<file path="src/rtl/fetch_pkg.sv">
// Shared types for the prefetching instruction fetch unit.
package fetch_pkg;

    typedef enum logic [1:0] {
        IDLE,
        REQUEST,
        DISCARD
    } fetch_state_t;

endpackage

</file>
<file path="src/rtl/fetch_fifo.sv">
// Circular buffer with push, pop, flush and occupancy count; head entry read combinationally.
module fetch_fifo #(
    parameter int unsigned WIDTH = 24,
    parameter int unsigned DEPTH = 4
) (
    input  logic                   clk,
    input  logic                   reset,
    input  logic                   push,
    input  logic                   pop,
    input  logic                   flush,
    input  logic [WIDTH-1:0]       wdata,
    output logic [WIDTH-1:0]       rdata,
    output logic [$clog2(DEPTH):0] count
);

    localparam int unsigned PtrW = $clog2(DEPTH);

    logic [WIDTH-1:0] mem_q [DEPTH];
    logic [PtrW-1:0]  wr_ptr_q;
    logic [PtrW-1:0]  rd_ptr_q;
    logic [PtrW:0]    count_q;
    logic [PtrW:0]    count_d;

    always_comb begin
        count_d = count_q;
        if (push && !pop) begin
            count_d = count_q + 1'b1;
        end else if (pop && !push) begin
            count_d = count_q - 1'b1;
        end
    end

    // Flush wins over push/pop; a pop in the flush cycle is simply absorbed.
    always_ff @(posedge clk or negedge reset) begin
        if (!reset) begin
            for (int unsigned i = 0; i < DEPTH; i++) begin
                mem_q[i] <= '0;
            end
            wr_ptr_q <= '0;
            rd_ptr_q <= '0;
            count_q  <= '0;
        end else if (flush) begin
            wr_ptr_q <= '0;
            rd_ptr_q <= '0;
            count_q  <= '0;
        end else begin
            if (push) begin
                mem_q[wr_ptr_q] <= wdata;
                wr_ptr_q        <= wr_ptr_q + 1'b1;
            end
            if (pop) begin
                rd_ptr_q <= rd_ptr_q + 1'b1;
            end
            count_q <= count_d;
        end
    end

    assign rdata = mem_q[rd_ptr_q];
    assign count = count_q;

endmodule

</file>
<file path="src/rtl/fetch_queue.sv">
// Prefetching instruction fetch unit: sequential program-memory reads into a PC-tagged queue.
// Optional performance counters are built when FETCH_QUEUE_PERF_EN is defined.
module fetch_queue
    import fetch_pkg::*;
#(
    parameter int unsigned PROGRAM_MEM_ADDR_BITS = 8,
    parameter int unsigned PROGRAM_MEM_DATA_BITS = 16,
    parameter int unsigned QUEUE_DEPTH           = 4
) (
    input  logic                             clk,
    input  logic                             reset,
    input  logic                             enable,
    input  logic                             redirect_valid,
    input  logic [PROGRAM_MEM_ADDR_BITS-1:0] redirect_pc,
    output logic                             program_mem_read_valid,
    output logic [PROGRAM_MEM_ADDR_BITS-1:0] program_mem_read_address,
    input  logic                             program_mem_read_ready,
    input  logic [PROGRAM_MEM_DATA_BITS-1:0] program_mem_read_data,
    output logic                             instr_valid,
    input  logic                             instr_ready,
    output logic [PROGRAM_MEM_DATA_BITS-1:0] instruction,
    output logic [PROGRAM_MEM_ADDR_BITS-1:0] instr_pc,
    output logic [$clog2(QUEUE_DEPTH):0]     queue_count
`ifdef FETCH_QUEUE_PERF_EN
    ,
    output logic [31:0]                      perf_fetch_count,
    output logic [31:0]                      perf_stall_cycles
`endif
);

    localparam int unsigned CountW = $clog2(QUEUE_DEPTH) + 1;
    localparam int unsigned EntryW = PROGRAM_MEM_ADDR_BITS + PROGRAM_MEM_DATA_BITS;
    localparam logic [CountW-1:0] DepthCnt = CountW'(QUEUE_DEPTH);

    fetch_state_t                     state_q;
    logic [PROGRAM_MEM_ADDR_BITS-1:0] fetch_pc_q;
    logic                             mem_valid_q;
    logic [PROGRAM_MEM_ADDR_BITS-1:0] mem_addr_q;

    logic              push;
    logic              pop;
    logic [CountW-1:0] count;
    logic [CountW-1:0] count_next;
    logic              has_room;
    logic [EntryW-1:0] head;

    assign push        = (state_q == REQUEST) && program_mem_read_ready && !redirect_valid;
    assign instr_valid = (count != '0);
    assign pop         = instr_valid && instr_ready;
    assign count_next  = count + CountW'(push) - CountW'(pop);
    assign has_room    = (count_next < DepthCnt);

    fetch_fifo #(
        .WIDTH (EntryW),
        .DEPTH (QUEUE_DEPTH)
    ) u_fifo (
        .clk   (clk),
        .reset (reset),
        .push  (push),
        .pop   (pop),
        .flush (redirect_valid),
        .wdata ({fetch_pc_q, program_mem_read_data}),
        .rdata (head),
        .count (count)
    );

    // In REQUEST, fetch_pc_q is the address of the request in flight.
    always_ff @(posedge clk or negedge reset) begin
        if (!reset) begin
            state_q     <= IDLE;
            fetch_pc_q  <= '0;
            mem_valid_q <= 1'b0;
            mem_addr_q  <= '0;
        end else begin
            unique case (state_q)
                IDLE: begin
                    if (redirect_valid) begin
                        fetch_pc_q <= redirect_pc;
                    end else if (enable && has_room) begin
                        mem_valid_q <= 1'b1;
                        mem_addr_q  <= fetch_pc_q;
                        state_q     <= REQUEST;
                    end
                end
                REQUEST: begin
                    if (redirect_valid) begin
                        fetch_pc_q <= redirect_pc;
                        if (program_mem_read_ready) begin
                            mem_valid_q <= 1'b0;
                            state_q     <= IDLE;
                        end else begin
                            state_q <= DISCARD;
                        end
                    end else if (program_mem_read_ready) begin
                        fetch_pc_q <= fetch_pc_q + 1'b1;
                        if (enable && has_room) begin
                            mem_addr_q <= fetch_pc_q + 1'b1;
                        end else begin
                            mem_valid_q <= 1'b0;
                            state_q     <= IDLE;
                        end
                    end
                end
                DISCARD: begin
                    if (redirect_valid) begin
                        fetch_pc_q <= redirect_pc;
                    end
                    if (program_mem_read_ready) begin
                        mem_valid_q <= 1'b0;
                        state_q     <= IDLE;
                    end
                end
                default: begin
                    mem_valid_q <= 1'b0;
                    state_q     <= IDLE;
                end
            endcase
        end
    end

    assign program_mem_read_valid   = mem_valid_q;
    assign program_mem_read_address = mem_addr_q;
    assign instr_pc                 = head[EntryW-1 -: PROGRAM_MEM_ADDR_BITS];
    assign instruction              = head[PROGRAM_MEM_DATA_BITS-1:0];
    assign queue_count              = count;

`ifdef FETCH_QUEUE_PERF_EN
    logic [31:0] perf_fetch_q;
    logic [31:0] perf_stall_q;

    // Saturating counters that survive redirects.
    always_ff @(posedge clk or negedge reset) begin
        if (!reset) begin
            perf_fetch_q <= '0;
            perf_stall_q <= '0;
        end else begin
            if (push && (perf_fetch_q != '1)) begin
                perf_fetch_q <= perf_fetch_q + 1'b1;
            end
            if (mem_valid_q && !program_mem_read_ready && (perf_stall_q != '1)) begin
                perf_stall_q <= perf_stall_q + 1'b1;
            end
        end
    end

    assign perf_fetch_count  = perf_fetch_q;
    assign perf_stall_cycles = perf_stall_q;
`endif

endmodule

</file>
<file path="config.mk">
export PLATFORM = sky130hd
export DESIGN_NAME = fetch_queue
export DESIGN_NICKNAME = d
export VERILOG_FILES = /design/src/rtl/fetch_pkg.sv /design/src/rtl/fetch_fifo.sv /design/src/rtl/fetch_queue.sv
export SDC_FILE = /design/constraint.sdc
export NUM_CORES = 1
export LEC_CHECK = 0
export ABC_CLOCK_PERIOD_IN_PS = 3400
export BUFFER_PORTS_ARGS = -buffer_cell sky130_fd_sc_hd__buf_4
export CAP_MARGIN = 20
export CORE_MARGIN = 1.5
export CORE_UTILIZATION = 55
export CTS_CLUSTER_SIZE = 30
export DETAILED_ROUTE_END_ITERATION = 10
export PLACE_DENSITY_LB_ADDON = 0.05
export SLEW_MARGIN = 10
export SYNTH_ARGS = -nofsm -noshare
export SYNTH_HDL_FRONTEND = slang
export SYNTH_HIERARCHICAL = 1
export SYNTH_SLANG_ARGS = --single-unit
</file>
<file path="constraint.sdc">
create_clock -name clk -period 3.4 [get_ports clk]
set_input_delay 0.34 -clock clk [delete_from_list [all_inputs] [get_ports clk]]
set_output_delay 0.34 -clock clk [all_outputs]
set_load 0.03 [all_outputs]
</file>
==> impl_metrics.csv <==
group,metric,value,unit
cts,clock_tree.htree_level_count,4,
synth,yosys_register_bits,122,
status,run_status,"finished, final reports clean",
drt,drc_errors,0,
worst_setup_path,worstReg2RegStart,"u_fifo/count[0]",
power,switching_fraction,0.346,
cts,resized_gates_after_cts,0,
power,p_comb_frac,0.362,
cts,cts_inserted_buffers,17,
synth,synth_async_sr_flop_share,1.00,
synth,synth.distinct_cells,45,
synth,dominantRegCellSynth,"sky130_fd_sc_hd__dfrtp_1",
timing,timing_hold_violations_final,0,
cts,clk_pin_slew_worst_paths,0.06,ns
layout,final_area,0.00698,sq mm
layout,final_cell_count_no_fill,618,
timing,relSlewSlack,0.456,
layout,design.final.nets,507,
synth,ys_warn_count,6,
global_route,residual_overflow_from_global_routing,0,
power,sequentialPowerShare,0.363,
cts,clock_tree.buffer_depth,2,
die,placeableCoreArea,0.0104,sq mm
min_path,hold_path_end,"u_fifo/mem_q[48]",
drt,drt-pass1-iter-count,5,
die,die-area,0.0114,sq mm
place,place_hpwl,6.93,mm
place,placement.io_buffers,66,
worst_setup_path,crit_type,"flip-flop to flip-flop",
worst_setup_path,rr_endpoint,"program_mem_read_address[2]",
worst_setup_path,critPathCaptureType,"flip-flop",
synth,post_synth_edffs,0,
power,power_frac_clock,0.276,
synth,syn-cell-area,0.00590,sq mm
worst_setup_path,worst-path-max-fanout,8,
place,dp_cells,584,
global_route,grt_util_all_layers,0.216,
layout,syn2layout_area_growth,18.2,%
worst_setup_path,worst-r2r-cell-count,9,
synth,synthesis.area_per_instance,14.8,sq um
power,internal-power,3670,uW
timing,timing.setup.tns,0,ns
global_route,pin_count_of_the_biggest_net_entering_global_routing,66,
timing,setup_viol_count_final,0,
drt,drt-wirelength-per-cell,17.8,um
cts,cts_sinks,122,
min_path,whs_path_depth,2,
global_route,antenna_found_initial,0,
timing,maxClockFrequency,0.323,GHz
die,start_util,0.569,
min_path,hold_path.class,"input pin to flip-flop",
die,row_count,37,
drt,viasPerCell,5.57,
worst_setup_path,arrival_time_worst_endpoint,3.51,ns
timing,finClkSkew,0.00586,ns
drt,final_wirelength,11.0,mm
worst_setup_path,timing.critical_path.from_type,"flip-flop",
drt,drt_iter0_drc,93,
die,die_y,107,um
power,p_sw,1940,uW
timing,setup_ws,0.301,ns
timing,final.period_utilization,0.912,
min_path,holdCritStartpoint,"program_mem_read_data[0]",
timing,unrepaired_setup_endpoints_after_global_routing,"no",
timing,worst_slew_pin_slew,0.816,ns
cts,latest_clock_arrival_within_the_worst_skew_pair,0.52,ns
place,post_dp_cell_area,0.00645,sq mm
synth,syn_inst,398,
die,die_width,107,um
place,post-place-ws,0.311,ns
worst_setup_path,flop2flop_setup_slack,0.30,ns
timing,timing.final.crit_period,3.10,ns
cts,clock_tree_from_tritoncts,"yes",
synth,mappedNetlistNets,436,
layout,drive_above_1_share,0.494,
flow_run,max_cap_viol_count,0,
power,vdd_drop_max,0.519,mV
global_route,first_pass_grt_wire_length,18.5,mm
timing,maxSlewViolCount,0,
worst_setup_path,crit_required,3.81,ns
drt,route.antenna.remaining_nets,0,
global_route,grt_pass1_vias,3697,
power,power.static_leakage,0.00345,uW
layout,antenna_cells,0,
die,ioPinCount,67,
power,power_density,805,mW/mm^2
drt,dr_total_vias,3442,
place,place_congestion,0.764,
cts,ctsRootBufferMaster,"sky130_fd_sc_hd__clkbuf_8",
synth,seq_area_frac_synth,0.517,
layout,fin_util,0.673,
## Yosys cell counts, types with 2 or more instances
cell	count	area, sq um
sky130_fd_sc_hd__buf_4	2	15.0
sky130_fd_sc_hd__nor3_1	2	10.0
sky130_fd_sc_hd__nand2_4	4	45.0
sky130_fd_sc_hd__and3b_1	2	17.5
sky130_fd_sc_hd__nor2b_1	5	31.3
sky130_fd_sc_hd__nand2b_1	2	12.5
sky130_fd_sc_hd__xnor2_1	9	78.8
sky130_fd_sc_hd__xor2_1	4	35.0
sky130_fd_sc_hd__nand3_1	5	25.0
sky130_fd_sc_hd__a2bb2oi_1	3	26.3
sky130_fd_sc_hd__o21ai_0	8	40.0
sky130_fd_sc_hd__nand2_1	18	67.6
sky130_fd_sc_hd__mux2_4	33	495
sky130_fd_sc_hd__nor3b_1	2	15.0
sky130_fd_sc_hd__dfrtp_1	122	3050
sky130_fd_sc_hd__o22ai_1	3	18.8
sky130_fd_sc_hd__buf_2	7	35.0
sky130_fd_sc_hd__a21oi_1	11	55.1
sky130_fd_sc_hd__mux2_2	70	788
sky130_fd_sc_hd__mux2i_1	3	30.0
sky130_fd_sc_hd__nor2_1	12	45.0
sky130_fd_sc_hd__inv_1	9	33.8
sky130_fd_sc_hd__mux4_2	24	541
sky130_fd_sc_hd__ha_1	7	87.6
sky130_fd_sc_hd__buf_6	11	124
## stage by stage
step                hold slack, ns  total power [uW]
CTS                         0.0600              5660
floorplan                   0.0444              3450
global route                0.0689              5900
finish                      0.0755              5620
global placement             0.482              4050
detailed placement           0.490              4100
## cell families after synthesis
kind of cell,synth area share
DFF,0.517
AOI/OAI and AO/OA,0.0369
xor gates and xnor gates,0.0193
and+or+nand+nor,0.0578
adders and majority gates,0.0182
muxes,0.314
buffers and inverters,0.0367
## registers in the layout, summed over array words and instances, names as in the netlist
register and cells:
fetch_pc_q 8, program_mem_read_address 8, program_mem_read_valid 1, state_q 2, u_fifo/count 3, u_fifo/mem_q 96
u_fifo/rd_ptr_q 2, u_fifo/wr_ptr_q 2
## area by class of cell
| cell class | count | area [sq um] |
|---|---|---|
| inverter | 9 | 33.8 |
| sequential | 122 | 3050 |
| fill | 769 | 3390 |
| multi-input combinational | 245 | 2640 |
| clock inverter | 9 | 47.5 |
| tap | 136 | 170 |
| clock buffer | 23 | 467 |
| timing repair buffer | 74 | 573 |
## layer usage
metal  track usage  up-vias  wire length (um)
met2         0.359       76              5570
met5             0        -                 0
met4        0.0800        0               142
met3        0.0584       13               519
li1              -     1585                 -
met1         0.273     1768              4790
## power by group through the flow
stage               clock [uW]  sequential (uW)  combinational, uW
floorplan                    0             2070               1380
global placement             0             2040               2010
detailed placement           0             2050               2040
CTS                       1570             2040               2060
global route              1640             2090               2170
finish                    1550             2040               2030
## layout by cell type, fill, tap and decap left out, types with 3 or more instances in the layout
cell type,synthesis,layout
sky130_fd_sc_hd__dfrtp_1,122,121
sky130_fd_sc_hd__clkinv_2,0,8
sky130_fd_sc_hd__mux2_4,33,33
sky130_fd_sc_hd__a21oi_1,11,11
sky130_fd_sc_hd__nand3_1,5,5
sky130_fd_sc_hd__nor2b_1,5,5
sky130_fd_sc_hd__mux2i_1,3,3
sky130_fd_sc_hd__nand2_4,4,4
sky130_fd_sc_hd__nand2_1,18,18
sky130_fd_sc_hd__clkbuf_1,1,3
sky130_fd_sc_hd__mux4_2,24,24
sky130_fd_sc_hd__xor2_1,4,4
sky130_fd_sc_hd__inv_1,9,9
sky130_fd_sc_hd__nor2_1,12,12
sky130_fd_sc_hd__clkbuf_16,0,16
sky130_fd_sc_hd__ha_1,7,7
sky130_fd_sc_hd__mux2_2,70,70
sky130_fd_sc_hd__xnor2_1,9,9
sky130_fd_sc_hd__clkbuf_8,0,4
sky130_fd_sc_hd__a2bb2oi_1,3,3
sky130_fd_sc_hd__o22ai_1,3,3
sky130_fd_sc_hd__buf_4,2,71
sky130_fd_sc_hd__o21ai_0,8,8
## worst max path at each step
stage	from	end	slack [ns]	cells after the start
floorplan	u_fifo/count[0]	program_mem_read_address[0]	0.37	10
global placement	u_fifo/count[0]	program_mem_read_address[4]	0.39	9
detailed placement	u_fifo/count[0]	program_mem_read_address[5]	0.31	9
CTS	u_fifo/count[0]	program_mem_read_address[5]	0.28	9
global route	u_fifo/count[1]	program_mem_read_address[4]	0.13	9
finish	u_fifo/count[0]	program_mem_read_address[2]	0.30	9
## worst max-delay path, stage by stage (launching register included)
cell,delay [ns]
sky130_fd_sc_hd__dfrtp_1,0.41
sky130_fd_sc_hd__or3_2,0.50
sky130_fd_sc_hd__and2_1,0.26
sky130_fd_sc_hd__ha_1,0.21
sky130_fd_sc_hd__inv_1,0.05
sky130_fd_sc_hd__ha_1,0.21
sky130_fd_sc_hd__and3b_1,0.19
sky130_fd_sc_hd__nor4b_2,0.30
sky130_fd_sc_hd__o21ba_1,0.50
sky130_fd_sc_hd__mux2_4,0.34
## timing repair
item / 4_1_cts / 5_1_grt
hold buffers: 2 / 0
buffers inserted: 0 / 0
endpoints found under the hold margin: 64 / 0
Power figures use the tool's default switching activity.
